File: src/rtl/logic_rs.sv
// Reservation station feeding a single-cycle logic unit: entries snoop the CDB, dispatch
// round-robin into an EX register, and hold results in an output register until granted.
module logic_rs #(
  parameter int unsigned NUM_ENTRIES = 4,
  parameter int unsigned TAG_W       = 4
) (
  input  logic             clk,
  input  logic             rst_n,
  input  logic             flush,
  input  logic             issue_valid,
  output logic             issue_ready,
  input  logic [2:0]       issue_op,
  input  logic [TAG_W-1:0] issue_qj,
  input  logic [TAG_W-1:0] issue_qk,
  input  logic [31:0]      issue_vj,
  input  logic [31:0]      issue_vk,
  input  logic [TAG_W-1:0] issue_dest,
  input  logic             cdb_valid,
  input  logic [TAG_W-1:0] cdb_tag,
  input  logic [31:0]      cdb_data,
  output logic [31:0]      lu_a,
  output logic [31:0]      lu_b,
  output logic [2:0]       lu_sel,
  input  logic [31:0]      lu_out,
  output logic             res_valid,
  input  logic             res_ready,
  output logic [TAG_W-1:0] res_tag,
  output logic [31:0]      res_data
);

  localparam int unsigned IdxW = (NUM_ENTRIES > 1) ? $clog2(NUM_ENTRIES) : 1;
  typedef logic [IdxW-1:0] idx_t;
  localparam idx_t LastIdx = idx_t'(NUM_ENTRIES - 1);

  // Entry storage
  logic [NUM_ENTRIES-1:0]            busy_q, busy_d;
  logic [NUM_ENTRIES-1:0][2:0]       op_q, op_d;
  logic [NUM_ENTRIES-1:0][TAG_W-1:0] qj_q, qj_d, qk_q, qk_d, dest_q, dest_d;
  logic [NUM_ENTRIES-1:0][31:0]      vj_q, vj_d, vk_q, vk_d;
  idx_t                              rr_ptr_q, rr_ptr_d;

  // EX stage
  logic             ex_valid_q, ex_valid_d;
  logic [2:0]       ex_op_q, ex_op_d;
  logic [31:0]      ex_a_q, ex_a_d, ex_b_q, ex_b_d;
  logic [TAG_W-1:0] ex_dest_q, ex_dest_d;

  // Result register
  logic             res_valid_q, res_valid_d;
  logic [TAG_W-1:0] res_tag_q, res_tag_d;
  logic [31:0]      res_data_q, res_data_d;

  logic                   free_found;
  idx_t                   free_idx;
  logic [NUM_ENTRIES-1:0] ready_vec;
  logic                   disp_found;
  idx_t                   disp_idx;
  logic                   cdb_hit;
  logic                   ex_adv;
  logic                   ex_free;
  logic                   dispatch;
  logic                   issue_fire;
  logic                   byp_j, byp_k;

  assign cdb_hit    = cdb_valid && (cdb_tag != '0);
  assign ex_adv     = !res_valid_q || res_ready;
  assign ex_free    = !ex_valid_q || ex_adv;
  assign dispatch   = disp_found && ex_free;
  assign issue_ready = free_found;
  assign issue_fire = issue_valid && issue_ready && !flush;
  assign byp_j      = cdb_hit && (issue_qj == cdb_tag);
  assign byp_k      = cdb_hit && (issue_qk == cdb_tag);

  // Lowest-index free entry from registered busy bits only
  always_comb begin
    free_found = 1'b0;
    free_idx   = '0;
    for (int unsigned i = 0; i < NUM_ENTRIES; i++) begin
      if (!free_found && !busy_q[i]) begin
        free_found = 1'b1;
        free_idx   = idx_t'(i);
      end
    end
  end

  always_comb begin
    for (int unsigned i = 0; i < NUM_ENTRIES; i++) begin
      ready_vec[i] = busy_q[i] && (qj_q[i] == '0) && (qk_q[i] == '0);
    end
  end

  // Round-robin search starting at rr_ptr_q
  always_comb begin
    int unsigned c;
    idx_t        cand;
    c          = 0;
    cand       = '0;
    disp_found = 1'b0;
    disp_idx   = '0;
    for (int unsigned k = 0; k < NUM_ENTRIES; k++) begin
      c = 32'(rr_ptr_q) + k;
      if (c >= NUM_ENTRIES) c = c - NUM_ENTRIES;
      cand = idx_t'(c);
      if (!disp_found && ready_vec[cand]) begin
        disp_found = 1'b1;
        disp_idx   = cand;
      end
    end
  end

  always_comb begin
    busy_d      = busy_q;
    op_d        = op_q;
    qj_d        = qj_q;
    qk_d        = qk_q;
    vj_d        = vj_q;
    vk_d        = vk_q;
    dest_d      = dest_q;
    rr_ptr_d    = rr_ptr_q;
    ex_valid_d  = ex_valid_q;
    ex_op_d     = ex_op_q;
    ex_a_d      = ex_a_q;
    ex_b_d      = ex_b_q;
    ex_dest_d   = ex_dest_q;
    res_valid_d = res_valid_q;
    res_tag_d   = res_tag_q;
    res_data_d  = res_data_q;

    // Snoop keeps running under back-pressure
    if (cdb_hit) begin
      for (int unsigned i = 0; i < NUM_ENTRIES; i++) begin
        if (busy_q[i] && (qj_q[i] == cdb_tag)) begin
          qj_d[i] = '0;
          vj_d[i] = cdb_data;
        end
        if (busy_q[i] && (qk_q[i] == cdb_tag)) begin
          qk_d[i] = '0;
          vk_d[i] = cdb_data;
        end
      end
    end

    if (ex_adv) begin
      res_valid_d = ex_valid_q;
      if (ex_valid_q) begin
        res_tag_d  = ex_dest_q;
        res_data_d = lu_out;
      end
    end

    if (dispatch) begin
      busy_d[disp_idx] = 1'b0;
      rr_ptr_d   = (disp_idx == LastIdx) ? '0 : disp_idx + idx_t'(1);
      ex_valid_d = 1'b1;
      ex_op_d    = op_q[disp_idx];
      ex_a_d     = vj_q[disp_idx];
      ex_b_d     = vk_q[disp_idx];
      ex_dest_d  = dest_q[disp_idx];
    end else if (ex_adv) begin
      ex_valid_d = 1'b0;
    end

    // Issue targets a non-busy entry, so it never collides with snoop or dispatch
    if (issue_fire) begin
      busy_d[free_idx] = 1'b1;
      op_d[free_idx]   = issue_op;
      dest_d[free_idx] = issue_dest;
      qj_d[free_idx]   = byp_j ? '0 : issue_qj;
      vj_d[free_idx]   = byp_j ? cdb_data : issue_vj;
      qk_d[free_idx]   = byp_k ? '0 : issue_qk;
      vk_d[free_idx]   = byp_k ? cdb_data : issue_vk;
    end

    if (flush) begin
      busy_d      = '0;
      rr_ptr_d    = '0;
      ex_valid_d  = 1'b0;
      res_valid_d = 1'b0;
    end
  end

  always_ff @(posedge clk or negedge rst_n) begin
    if (!rst_n) begin
      busy_q      <= '0;
      op_q        <= '0;
      qj_q        <= '0;
      qk_q        <= '0;
      vj_q        <= '0;
      vk_q        <= '0;
      dest_q      <= '0;
      rr_ptr_q    <= '0;
      ex_valid_q  <= 1'b0;
      ex_op_q     <= '0;
      ex_a_q      <= '0;
      ex_b_q      <= '0;
      ex_dest_q   <= '0;
      res_valid_q <= 1'b0;
      res_tag_q   <= '0;
      res_data_q  <= '0;
    end else begin
      busy_q      <= busy_d;
      op_q        <= op_d;
      qj_q        <= qj_d;
      qk_q        <= qk_d;
      vj_q        <= vj_d;
      vk_q        <= vk_d;
      dest_q      <= dest_d;
      rr_ptr_q    <= rr_ptr_d;
      ex_valid_q  <= ex_valid_d;
      ex_op_q     <= ex_op_d;
      ex_a_q      <= ex_a_d;
      ex_b_q      <= ex_b_d;
      ex_dest_q   <= ex_dest_d;
      res_valid_q <= res_valid_d;
      res_tag_q   <= res_tag_d;
      res_data_q  <= res_data_d;
    end
  end

  assign lu_a      = ex_valid_q ? ex_a_q : '0;
  assign lu_b      = ex_valid_q ? ex_b_q : '0;
  assign lu_sel    = ex_valid_q ? ex_op_q : '0;
  assign res_valid = res_valid_q;
  assign res_tag   = res_tag_q;
  assign res_data  = res_data_q;

endmodule

File: config.mk
export PLATFORM = sky130hd
export DESIGN_NAME = logic_rs
export DESIGN_NICKNAME = d
export VERILOG_FILES = /design/src/rtl/logic_rs.sv
export SDC_FILE = /design/constraint.sdc
export NUM_CORES = 1
export LEC_CHECK = 0
export BUFFER_PORTS_ARGS = -buffer_cell sky130_fd_sc_hd__buf_2
export CELL_PAD_IN_SITES_DETAIL_PLACEMENT = 2
export CELL_PAD_IN_SITES_GLOBAL_PLACEMENT = 2
export CORE_MARGIN = 3
export CORE_UTILIZATION = 33
export DETAILED_ROUTE_END_ITERATION = 16
export PLACE_DENSITY = 0.76
export SLEW_MARGIN = 20
export SYNTH_ARGS = -nofsm -noshare
export SYNTH_HDL_FRONTEND = slang
export SYNTH_SLANG_ARGS = --single-unit
File: constraint.sdc
create_clock -name clk -period 2.75 [get_ports clk]
set_input_delay 0.55 -clock clk [delete_from_list [all_inputs] [get_ports clk]]
set_output_delay 0.55 -clock clk [all_outputs]
set_load 0.005 [all_outputs]
---- Word-level counts from Yosys, hierarchy flattened ----
Index checks and enable logic that the tools add are counted.
operators by class
  $add $sub $neg .......................... 8
  magnitude comparators ................... 12
  equality and inequality tests ........... 11
  multiplexer cells ....................... 93
  bitwise gates (word level) .............. 3
  reductions and logical operators ........ 56
operators by type and width
  cell                                                                   count
  128-bit 2-to-1 mux                                                     4
  32-bit 2-to-1 mux                                                      15
  128-bit bitwise mux                                                    2
  32-bit binary-select mux with 2-bit select                             2
  32-bit demux with 2-bit select                                         1
  16-bit 2-to-1 mux                                                      4
  4-bit 2-to-1 mux                                                       15
  16-bit bitwise mux                                                     3
  4-bit == test                                                          10
  4-bit logical NOT                                                      8
  1-bit logical AND                                                      30
  2-bit 2-to-1 mux                                                       13
  1-bit 2-to-1 mux                                                       20
  2-bit by 3-bit < comparator with 1-bit output (second input constant)  6
  12-bit bitwise mux                                                     1
  1-bit logical NOT                                                      11
  3-bit greater-or-equal comparator (second input constant)              3
  3-bit 2-to-1 mux                                                       3
  1-bit binary-select mux with 2-bit select                              4
  4-bit binary-select mux with 2-bit select                              1
  4-bit demux with 2-bit select                                          1
  2-bit by 1-bit subtractor with 2-bit output (second input constant)    4
  2-bit by 2-bit adder with 3-bit output (second input constant)         2
  3-bit binary-select mux with 2-bit select                              1
  other kinds (15)                                                       19
word-level totals
  register bits ........................... 431
  input port bits ......................... 153
  output and inout bits ................... 105
  word-level logic and storage cells ...... 217

---- Longest topological paths before layout ----
Gate-level depths: netlist of the first run.
  depth in word-level cells ............... 25
  depth in mapped cells ................... 11
  gate-level depth less buffers ........... 9

---- Worst setup path before layout of the first run ----
OpenSTA, ideal clock, no wires.
  path type ............................... register to register
  start ................................... register qk_q[8] (netlist bit)
  end ..................................... register rr_ptr_q[1]
  setup time .............................. 118 ps
  arrival ................................. 2498 ps
  data required time ...................... 2632 ps
  setup slack ............................. 134 ps
  stages on the path, launching flop included .. 10
  path buffers ............................ 2
  period minus slack after synthesis ...... 2616 ps
  cell sequence ........................... dfrtp_1 or4_4 or3_4 o221a_1 and3_1 buf_6 clkbuf_1 ha_1 mux2i_1 nor2_1
between the ends
  word-level cells in the longest chain between the ends .. 18
  elaborated cells between the ends (all ways) .. 31
  those cells by class .................... add/sub (1); eq/ne (1); mux (19); reduce/logical (10)
ends and longest elaborated chain
  what                                                                            line  RTL
  start: declaration                                                              38    logic [NUM_ENTRIES-1:0][TAG_W-1:0] qj_q, qj_d, qk_q, qk_d, dest_q, dest_d;
  start signal: assignment                                                        204   qk_q <= qk_d;
  4-bit logical NOT (*)                                                           88    ready_vec[i] = busy_q[i] && (qj_q[i] == '0) && (qk_q[i] == '0);
  1-bit logical AND (*)                                                           88
  1-bit binary-select mux with 2-bit select                                       104   if (!disp_found && ready_vec[cand]) begin
  1-bit 2-to-1 mux (implied by the code)                                          104
  1-bit 2-to-1 mux                                                                104
  1-bit logical NOT                                                               104
  1-bit logical AND                                                               104
  1-bit 2-to-1 mux                                                                104
  [... 2 more ...]                                                                --
  1-bit 2-to-1 mux                                                                104
  1-bit logical NOT                                                               104
  1-bit logical AND                                                               104
  2-bit 2-to-1 mux                                                                104
  2-bit by 1-bit adder with 2-bit output / 2-bit == test (equally long branches)  153   rr_ptr_d = (disp_idx == LastIdx) ? '0 : disp_idx + idx_t'(1);
  2-bit 2-to-1 mux                                                                153
  2-bit 2-to-1 mux                                                                151   if (dispatch) begin
  2-bit 2-to-1 mux                                                                174   if (flush) begin
  end signal: assignment                                                          208   rr_ptr_q <= rr_ptr_d;
  end: declaration                                                                40    idx_t rr_ptr_q, rr_ptr_d;
Mark *: on every way between the ends. The rest lies on a longest branch, timed or not. The select of a mux whose other input is x is not followed.
A chain may end at the register's enable or synchronous reset.

---- Worst setup path after layout of the first run ----
  start ................................... register qk_q[9] (netlist bit)
  end ..................................... register ex_b_q[28]
between the ends
  word-level cells in the longest chain between the ends .. 16
  elaborated cells between the ends (all ways) .. 27
  those cells by class .................... mux (18); reduce/logical (9)
ends and longest elaborated chain
  what                                        line  RTL
  4-bit logical NOT (*)                       88
  1-bit logical AND (*)                       88
  1-bit binary-select mux with 2-bit select   104
  1-bit 2-to-1 mux (implied by the code)      104
  1-bit 2-to-1 mux                            104
  1-bit logical NOT                           104
  1-bit logical AND                           104
  1-bit 2-to-1 mux                            104
  1-bit logical NOT                           104
  1-bit logical AND                           104
  1-bit 2-to-1 mux                            104
  1-bit logical NOT                           104
  1-bit logical AND                           104
  2-bit 2-to-1 mux                            104
  32-bit binary-select mux with 2-bit select  157   ex_b_d = vk_q[disp_idx];
  32-bit 2-to-1 mux (implied by the code)     157
  end signal: assignment                      195   ex_b_q <= '0;
  end signal: assignment                      212   ex_b_q <= ex_b_d;
  end: declaration                            45    logic [31:0] ex_a_q, ex_a_d, ex_b_q, ex_b_d;
Marks and branches as above.

==> run_results.csv, run 1 <==
group,metric,value,unit
grt,track_usage,27.1,%
synthesis,ys_ff_latch,431,
sta,hold_viol,0,
synthesis,yosys.cell_types.count,44,
job,drv_cap,0,
power,ir_drop,0.464,mV
hold_path,hp-class,"in2reg",
critical_path,required,3.20,ns
grt,met1_usage,33.2,%
sta,fin_setup_tns,-0.00624,ns
power,p_per_area,810,mW/mm²
finish,layout_commonest_cell,"nor2_1",
clocking,cts_buffer_depth,3,
routing,postRouteAntennaNets,0,
finish,final_nets,2493,
grt,busiest_layer,"met2",
routing,vias,18496,
synthesis,synth_edf_count,0,
die,rows,89,
clocking,cts.clk_slew.worst_paths,0.06,ns
clocking,clk_latency,0.60,ns
grt,grt_pass1_vias,20902,
sta,post-route-period-util,100,%
routing,drtPass1Iterations,5,
routing,drt_iter0_drc,1247,
power,p_leak,11.7,nW
placed_design,gp_congestion,0.828,
synthesis,yosysSeqAreaShare,54.4,%
grt,grt_max_degree,70,
finish,drive_gt1_share,23.5,%
critical_path,cp_max_fo,16,
synthesis,ys.flop_type,"dfrtp_1",
synthesis,yosysWarnings,0,
finish,fillers,6316,
placed_design,place.detailed.hpwl,55700,µm
placed_design,place_area,0.0230,mm²
placed_design,portBuffers,257,
die,dieWidth,251,µm
die,die_area,0.0631,mm²
routing,drc,0,
critical_path,cp-start-kind,"flip-flop",
sta,setup_viol,1,
grt,grt_use_met2,48.5,%
clocking,cts-htree-levels,2,
critical_path,critPathCaptureType,"flip-flop",
grt,antenna_found_initial,6,
die,die_h,251,µm
sta,tightest_slew,0.828,ns
die,coreArea,0.0592,mm²
sta,post-route-min-period,2.76,ns
sta,fin_ws,-0.00624,ns
finish,fin_util,42.2,%
sta,rsz0062_at_grt,"yes",
sta,maxSlewHeadroom,44.6,%
critical_path,critical_path_arrival,3.21,ns
routing,vias_per_cell,5.88,
sta,fmax,0.363,GHz
die,floorplan.initialDensity,33.5,%
clocking,clockRootBuffer,"clkbuf_16",
grt,grt_pass1_wl,131000,µm
synthesis,async_reset_ff_share,100,%
synthesis,syn_inst,2090,
clocking,cts_tree,"done",
clocking,cts_buffers,50,
finish,final_cell_mix,"602 x nor2_1, 430 x dfrtp_1, 288 x o22ai_1",
clocking,cts_sinks,431,
synthesis,synth_area_per_cell,9.49,µm²
critical_path,crit_type,"reg2reg",
synthesis,syn_area,0.0198,mm²
outcome,status,"finished with violations",
grt,use_met3,3.97,%
sta,slew_viol_final,0,
die,pin_count,258,
critical_path,ff2ff_setup_slack,-0.006,ns
finish,syn2layout_area_growth,26.1,%
routing,routed_wirelength,87700,µm
sta,skew,0.0208,ns
outcome,violations,"setup timing",
grt,overflow,0,
synthesis,syn-num-nets,2247,
finish,fin_area,0.0250,mm²
routing,routedWlPerCell,27.9,µm
routing by layer:
metal / up-vias / share of wire (%)
li1: 7866 / -
met1: 9821 / 41
met2: 627 / 50
met3: 176 / 4.9
met4: 6 / 3.5
met5: - / 0.047
final timing paths:
check	to	startpoint	cells after the start
worst max-delay path	ex_b_q[28]$_DFFE_PN0N_	qk_q[9]$_DFF_PN0_	8
worst min-delay path	res_data[3]$_DFFE_PN0P_	lu_out[3]	2
worst min register to register	dest_q[0]$_DFFE_PN0P_	dest_q[0]$_DFFE_PN0P_	2
worst max register to register	ex_b_q[28]$_DFFE_PN0N_	qk_q[9]$_DFF_PN0_	8
max in group asynchronous	vj_q[81]$_DFF_PN0_	rst_n	4
min in group asynchronous	res_data[30]$_DFFE_PN0P_	rst_n	2
metrics by stage:
| stage | setup slack [ns] | hold WS (ns) | instances | total power (W) |
|---|---|---|---|---|
| finish | -0.00624 | 0.184 | 3148 | 0.0202 |
| detailed placement | -0.0540 | 0.471 | 3051 | 0.0133 |
| CTS | 0.00512 | 0.151 | 3140 | 0.0202 |
| global placement | 0.0382 | 0.459 | 3051 | 0.0129 |
| global route | -0.0505 | 0.178 | 3146 | 0.0213 |
| floorplan | 0.134 | 0.254 | 2090 | 0.0113 |
cell usage after synthesis (7+ instances only):
library cell | number | area (µm²)
a211oi_1 | 71 | 533
a221oi_1 | 71 | 622
a31oi_1 | 9 | 56.3
and2_1 | 70 | 438
buf_1 | 58 | 218
buf_12 | 7 | 140
clkbuf_1 | 116 | 435
dfrtp_1 | 431 | 10800
mux2_2 | 36 | 405
mux2i_1 | 72 | 721
nand2_1 | 147 | 552
nand4_1 | 12 | 75.1
nor2_1 | 602 | 2260
o21ai_1 | 8 | 40.0
o22ai_1 | 288 | 1800
xnor2_1 | 32 | 280
xor2_1 | 8 | 70.1
where the power goes:
| part | internal [W] | total (W) | switching, W | leakage [nW] |
|---|---|---|---|---|
| clock network | 0.00401 | 0.00676 | 0.00275 | 0.808 |
| registers | 0.00817 | 0.00942 | 0.00125 | 5.08 |
| logic | 0.00179 | 0.00407 | 0.00228 | 5.76 |
worst max-delay path: stages, from the launching register on:
cell and delay (ns):
dfrtp_1 0.41, or4_4 0.54, or3_4 0.42, o221a_1 0.26
and3_4 0.21, clkinv_8 0.12, buf_12 0.21, mux2i_2 0.29
a211oi_2 0.11
area by class of cell:
cell class | count | area, µm² | share of cell area (%)
clock buffer | 80 | 1550 | 6.18
clock inverter | 8 | 100 | 0.400
multi-input combinational | 1473 | 8700 | 34.8
sequential | 431 | 10800 | 43.1
timing repair buffer | 377 | 2880 | 11.5
inverter | 3 | 23.8 | 0.0951
tap | 773 | 967 | 3.87
antenna | 3 | 7.51 | 0.0300
sequential cells by signal (all words and copies together) (netlist names):
name and flops:
vj_q 128, vk_q 128, ex_a_q 32, ex_b_q 32, res_data 32, dest_q 16
qj_q 16, qk_q 16, op_q 12, busy_q 4, ex_dest_q 4, res_tag 4
ex_op_q 3, rr_ptr_q 2, ex_valid_q 1, res_valid 1
timing repair:
| item | 4_1_cts | 5_1_grt |
|---|---|---|
| buffers inserted | 0 | 1 |
| endpoints found under the setup margin | 25 | 51 |
| resized for setup | 3 | 35 |
| pin swaps | 1 | 11 |
| endpoints found under the hold margin | 45 | 0 |
| cloned | 0 | 4 |
| hold buffers | 1 | 0 |
logic make-up (layout without fill, tap and decap cells):
kind of cell / Yosys count / after routing / synth area share, %
AO/OA/AOI/OAI: 455 / 455 / 15.8
buffers and inverters: 186 / 468 / 4.20
adder cells (fa/ha/maj): 4 / 4 / 0.252
other: 0 / 3 / 0
XOR/XNOR: 40 / 40 / 1.77
flip-flops: 431 / 431 / 54.4
multiplexers: 108 / 108 / 5.68
AND/OR/NAND/NOR: 866 / 866 / 17.9
No activity file was read; power rests on OpenSTA's default activity.
==> inputs of run 2 (changes only) <==
--- a/config.mk
+++ b/config.mk
@@ -11,7 +11,7 @@
 export CORE_MARGIN = 3
 export CORE_UTILIZATION = 33
 export DETAILED_ROUTE_END_ITERATION = 16
-export PLACE_DENSITY = 0.76
+export PLACE_DENSITY_LB_ADDON = 0.1
 export SLEW_MARGIN = 20
 export SYNTH_ARGS = -nofsm -noshare
 export SYNTH_HDL_FRONTEND = slang
==> run 2 against run 1 <==
Effect of this change:
- the run now ends clean
- cell count up 0.64%
- routed wire length down 1.6%
- sequential cell count unchanged
- largest cell class unchanged
==> run_results.csv, run 2 (synthesis results as in run 1) <==
group,metric,value,unit
die,floorplan.initialDensity,33.5,%
critical_path,required,3.22,ns
routing,vias_per_cell,5.71,
routing,routedWlPerCell,27.3,µm
placed_design,gp_congestion,0.787,
grt,overflow,0,
clocking,cts.clk_slew.worst_paths,0.06,ns
clocking,clockRootBuffer,"clkbuf_16",
sta,tightest_slew,0.585,ns
critical_path,ff2ff_setup_slack,0.02,ns
finish,syn2layout_area_growth,27.9,%
routing,postRouteAntennaNets,0,
critical_path,cp_max_fo,15,
critical_path,cp-endpoint,"ex_op_q[1]$_DFFE_PN0N_",
power,p_leak,12.0,nW
routing,vias,18076,
critical_path,critical_path_arrival,3.21,ns
routing,drc,0,
routing,drtPass1Iterations,4,
critical_path,critPathSlowestCell,"or4_4",
sta,maxSlewHeadroom,61.0,%
routing,drt_iter0_drc,1020,
outcome,status,"finished clean",
sta,post-route-min-period,2.73,ns
grt,grt_max_degree,70,
die,rows,89,
finish,fillers,6352,
finish,drive_gt1_share,25.0,%
critical_path,crit_type,"reg2reg",
grt,grt_pass1_vias,20180,
job,drv_cap,0,
sta,fmax,0.366,GHz
sta,slew_viol_final,0,
grt,track_usage,26.7,%
finish,final_nets,2509,
finish,final_cell_mix,"602 x nor2_1, 430 x dfrtp_1, 288 x o22ai_1",
critical_path,r2r_start,"qk_q[9]$_DFF_PN0_",
power,p_per_area,799,mW/mm²
die,dieWidth,251,µm
sta,post-route-period-util,99.4,%
sta,setup_viol,0,
hold_path,hp-class,"in2reg",
finish,top_regs,"vj_q (128), vk_q (128)",
finish,layout_commonest_cell,"nor2_1",
critical_path,critPathCaptureType,"flip-flop",
placed_design,portBuffers,257,
sta,hold_viol,0,
sta,rsz0062_at_grt,"yes",
placed_design,dp_slack,-0.0196,ns
clocking,cts_sinks,431,
critical_path,critPathMaxStageDelay,0.57,ns
critical_path,r2r_end,"ex_op_q[1]$_DFFE_PN0N_",
grt,antenna_found_initial,6,
power,ir_drop,0.503,mV
critical_path,startpoint,"qk_q[9]$_DFF_PN0_",
placed_design,place.detailed.hpwl,54600,µm
sta,fin_ws,0.0171,ns
die,die_area,0.0631,mm²
clocking,cts_tree,"done",
clocking,cts-htree-levels,2,
sta,skew,0.0280,ns
grt,grt_pass1_wl,129000,µm
power,p_total,0.0203,W
die,pin_count,258,
die,die_h,251,µm
clocking,cts_buffers,51,
critical_path,r2r_cells,8,
clocking,clk_latency,0.62,ns
hold_path,min_delay_path_depth,2,
routing,routed_wirelength,86300,µm
critical_path,path_cells,"or4_4, or3_4, o221a_1, and3_4, buf_12, clkbuf_16, a221oi_2, a211oi_1",
sta,fin_setup_tns,0,ns
clocking,cts_buffer_depth,3,
critical_path,cp-start-kind,"flip-flop",
die,coreArea,0.0592,mm²
==> run 2: layer usage <==
layer / vias to the layer above / global-route usage, % / wire (µm)
li1: 7900 / - / -
met1: 9557 / 34.9 / 37500
met2: 478 / 46.3 / 42800
met3: 135 / 3.88 / 3750
met4: 6 / 7.81 / 2230
met5: - / 0 / 41
==> run 2: worst min path at each step <==
stage | startpoint | endpoint | slack, ns
2_1_floorplan | rst_n | busy_q[0]$_DFF_PN0_ | 0.25
3_3_place_gp | dest_q[6]$_DFFE_PN0P_ | dest_q[6]$_DFFE_PN0P_ | 0.46
3_5_place_dp | op_q[10]$_DFFE_PN0P_ | op_q[10]$_DFFE_PN0P_ | 0.47
4_1_cts | lu_out[0] | res_data[0]$_DFFE_PN0P_ | 0.15
5_1_grt | lu_out[30] | res_data[30]$_DFFE_PN0P_ | 0.17
6_report | lu_out[19] | res_data[19]$_DFFE_PN0P_ | 0.18
==> run 2: cell type report <==
type	count	area, µm²	share of cell area [%]
clock buffers	77	1500	5.93
inverters	3	37.5	0.148
clock inverters	17	174	0.686
diodes	2	5.00	0.0197
repair buffers	392	3010	11.9
flip-flops and latches	431	10800	42.5
well taps	773	967	3.81
multi-input cells	1473	8880	35.0
==> run 2: timing repair <==
| item | 4_1_cts | 5_1_grt |
|---|---|---|
| endpoints found under the setup margin | 12 | 71 |
| hold buffers | 1 | 0 |
| gates cloned | 0 | 2 |
| pin swaps | 1 | 5 |
| endpoints found under the hold margin | 53 | 0 |
| gates resized for setup | 4 | 60 |
| buffers inserted | 0 | 3 |
==> run 2: critical path, delay by kind of cell (launching register included) <==
kind            cells  cell delay (ns)
compound gates      3             0.61
buf+inv             2             0.38
flops               1             0.41
simple gates        3             1.20
==> run 2: report_power, final <==
group / internal, W / switching [W] / total, W
clock network: 0.00405 / 0.00285 / 0.00690
registers: 0.00817 / 0.00127 / 0.00944
logic: 0.00177 / 0.00217 / 0.00394
==> run 2: per-stage QoR <==
stage | util (%) | hold slack, ns | instances | area, µm²
6_report | 42.8 | 0.183 | 3168 | 25400
5_1_grt | 42.8 | 0.168 | 3167 | 25400
3_3_place_gp | 39.1 | 0.463 | 3066 | 23200
3_5_place_dp | 39.1 | 0.469 | 3066 | 23200
2_1_floorplan | - | 0.254 | 2090 | 19800
4_1_cts | 42.0 | 0.150 | 3161 | 24900
==> inputs of run 3 (changes only) <==
--- a/config.mk
+++ b/config.mk
@@ -12,6 +12,7 @@
 export CORE_UTILIZATION = 33
 export DETAILED_ROUTE_END_ITERATION = 16
 export PLACE_DENSITY_LB_ADDON = 0.1
+export SETUP_SLACK_MARGIN = 0.02
 export SLEW_MARGIN = 20
 export SYNTH_ARGS = -nofsm -noshare
 export SYNTH_HDL_FRONTEND = slang
==> run 3 against run 2 <==
Effect of this change:
- worst setup slack improved by 0.0033 ns
- via count increased by 0.27%
- clock power is essentially flat
- design area increased by 0.38%
- cell count unchanged
- utilization up 0.16 points
- routed wire length barely moved
- die area did not move
- sequential cell count is the same
- total power up 0.23%
- largest cell class unchanged
==> run_results.csv, run 3 (synthesis results as in run 1) <==
group,metric,value,unit
sta,slew_viol_final,0,
routing,routed_wirelength,86400,µm
sta,setup_viol,0,
outcome,status,"finished clean",
power,p_leak,12.0,nW
sta,rsz0062_at_grt,"yes",
clocking,cts-htree-levels,2,
routing,vias,18125,
routing,drt_iter0_drc,1130,
clocking,clockRootBuffer,"clkbuf_16",
placed_design,place_area,0.0232,mm²
finish,fillers,6340,
clocking,cts_buffers,51,
sta,post-route-min-period,2.73,ns
critical_path,critPathCaptureType,"flip-flop",
die,die_area,0.0631,mm²
routing,vias_per_cell,5.72,
critical_path,path_cells,"or4_4, or3_4, o221a_1, and3_4, buf_12, clkbuf_16, a221oi_2, a211oi_1",
grt,grt_pass1_wl,129000,µm
clocking,cts_sinks,431,
clocking,cts.clk_slew.worst_paths,0.06,ns
critical_path,crit_type,"reg2reg",
routing,drtPass1Iterations,5,
sta,tightest_slew,0.583,ns
finish,layout_commonest_cell,"nor2_1",
job,drv_cap,0,
grt,track_usage,26.7,%
grt,antenna_found_initial,6,
power,p_per_area,798,mW/mm²
finish,final_cell_mix,"602 x nor2_1, 430 x dfrtp_1, 288 x o22ai_1",
sta,skew,0.0243,ns
finish,multi_input_area,0.00897,mm²
power,p_total,0.0203,W
finish,fin_area,0.0255,mm²
placed_design,dp_slack,-0.0196,ns
critical_path,critPathSlowestCell,"or4_4",
critical_path,cp_top_family,"simple AND/OR/NAND/NOR gates",
die,dieWidth,251,µm
die,rows,89,
sta,maxSlewHeadroom,61.1,%
finish,syn2layout_area_growth,28.4,%
finish,drive_gt1_share,25.4,%
critical_path,cp-start-kind,"flip-flop",
die,coreArea,0.0592,mm²
routing,drc,0,
critical_path,critical_path_arrival,3.20,ns
sta,fin_ws,0.0203,ns
sta,fmax,0.366,GHz
die,die_h,251,µm
power,ir_drop,0.503,mV
grt,overflow,0,
clocking,clk_latency,0.62,ns
critical_path,cp_max_fo,15,
placed_design,gp_congestion,0.787,
die,floorplan.initialDensity,33.5,%
die,pin_count,258,
sta,post-route-period-util,99.3,%
critical_path,critPathBufInv,2,
grt,grt_max_degree,70,
placed_design,place.detailed.hpwl,54600,µm
finish,top_regs,"vj_q (128), vk_q (128)",
sta,hold_viol,0,
clocking,cts_buffer_depth,3,
finish,final_nets,2509,
routing,routedWlPerCell,27.3,µm
critical_path,required,3.22,ns
grt,grt_pass1_vias,20188,
clocking,cts_tree,"done",
placed_design,portBuffers,257,
finish,seqCellArea,0.0108,mm²
hold_path,hp-class,"in2reg",
critical_path,critPathMaxStageDelay,0.57,ns
routing,postRouteAntennaNets,0,
## run 3: cell counts in the layout (fill, tap and decap cells not counted)
No cell type changed its count.
## run 3: power breakdown
| part | total (W) | internal, W | switching (W) | leakage, nW |
|---|---|---|---|---|
| Sequential | 0.00946 | 0.00817 | 0.00129 | 5.08 |
| Combinational | 0.00396 | 0.00178 | 0.00219 | 6.09 |
| Clock | 0.00690 | 0.00405 | 0.00286 | 0.833 |
## run 3: layer usage
metal | vias up | share of wire (%) | track usage [%]
met5 | - | 0.047 | 0
met4 | 6 | 2.8 | 7.84
met3 | 142 | 4.6 | 3.92
met2 | 509 | 50 | 46.3
met1 | 9565 | 43 | 34.9
li1 | 7903 | - | -
## run 3: final cells by class
type                    count  share of cell area [%]
diodes                      2                  0.0197
clock buffers              77                    5.91
clock inverters            17                   0.683
inverters                   3                   0.147
multi-input cells        1473                    35.2
flip-flops and latches    431                    42.4
well taps                 773                    3.80
repair buffers            392                    11.8
## run 3: worst paths after layout
check	slack, ns	endpoint	startpoint	cells past startpoint
max	0.02	ex_op_q[1]$_DFFE_PN0N_	qk_q[9]$_DFF_PN0_	8
min	0.18	res_data[19]$_DFFE_PN0P_	lu_out[19]	2
max reg2reg	0.02	ex_op_q[1]$_DFFE_PN0N_	qk_q[9]$_DFF_PN0_	8
min reg2reg	0.49	dest_q[15]$_DFFE_PN0P_	dest_q[15]$_DFFE_PN0P_	2
max in group asynchronous	1.32	vk_q[39]$_DFF_PN0_	rst_n	4
min in group asynchronous	0.50	res_data[26]$_DFFE_PN0P_	rst_n	2
## run 3: through the flow
| step | std cells | utilization, % | setup TNS [ns] | hold slack [ns] |
|---|---|---|---|---|
| 2_1_floorplan | 2090 | - | 0 | 0.254 |
| 3_3_place_gp | 3066 | 39.1 | 0 | 0.463 |
| 3_5_place_dp | 3066 | 39.1 | -0.0834 | 0.469 |
| 4_1_cts | 3161 | 42.1 | -0.0213 | 0.150 |
| 5_1_grt | 3167 | 43.0 | -0.392 | 0.168 |
| 6_report | 3168 | 43.0 | 0 | 0.182 |
## run 3: worst register-to-register path, stage by stage, from the launching register on
cell       delay, ns
dfrtp_1         0.41
or4_4           0.57
or3_4           0.38
o221a_1         0.28
and3_4          0.25
buf_12          0.17
clkbuf_16       0.22
a221oi_2        0.25
a211oi_1        0.09
## run 3: repair_timing
item                                    4_1_cts  5_1_grt
hold buffers                                  1        0
setup buffers                                 0        3
endpoints found under the setup margin       23       73
gates cloned                                  0        2
gates resized for setup                       7       71
pin swaps                                     1        6
hold endpoints to repair                     53        0
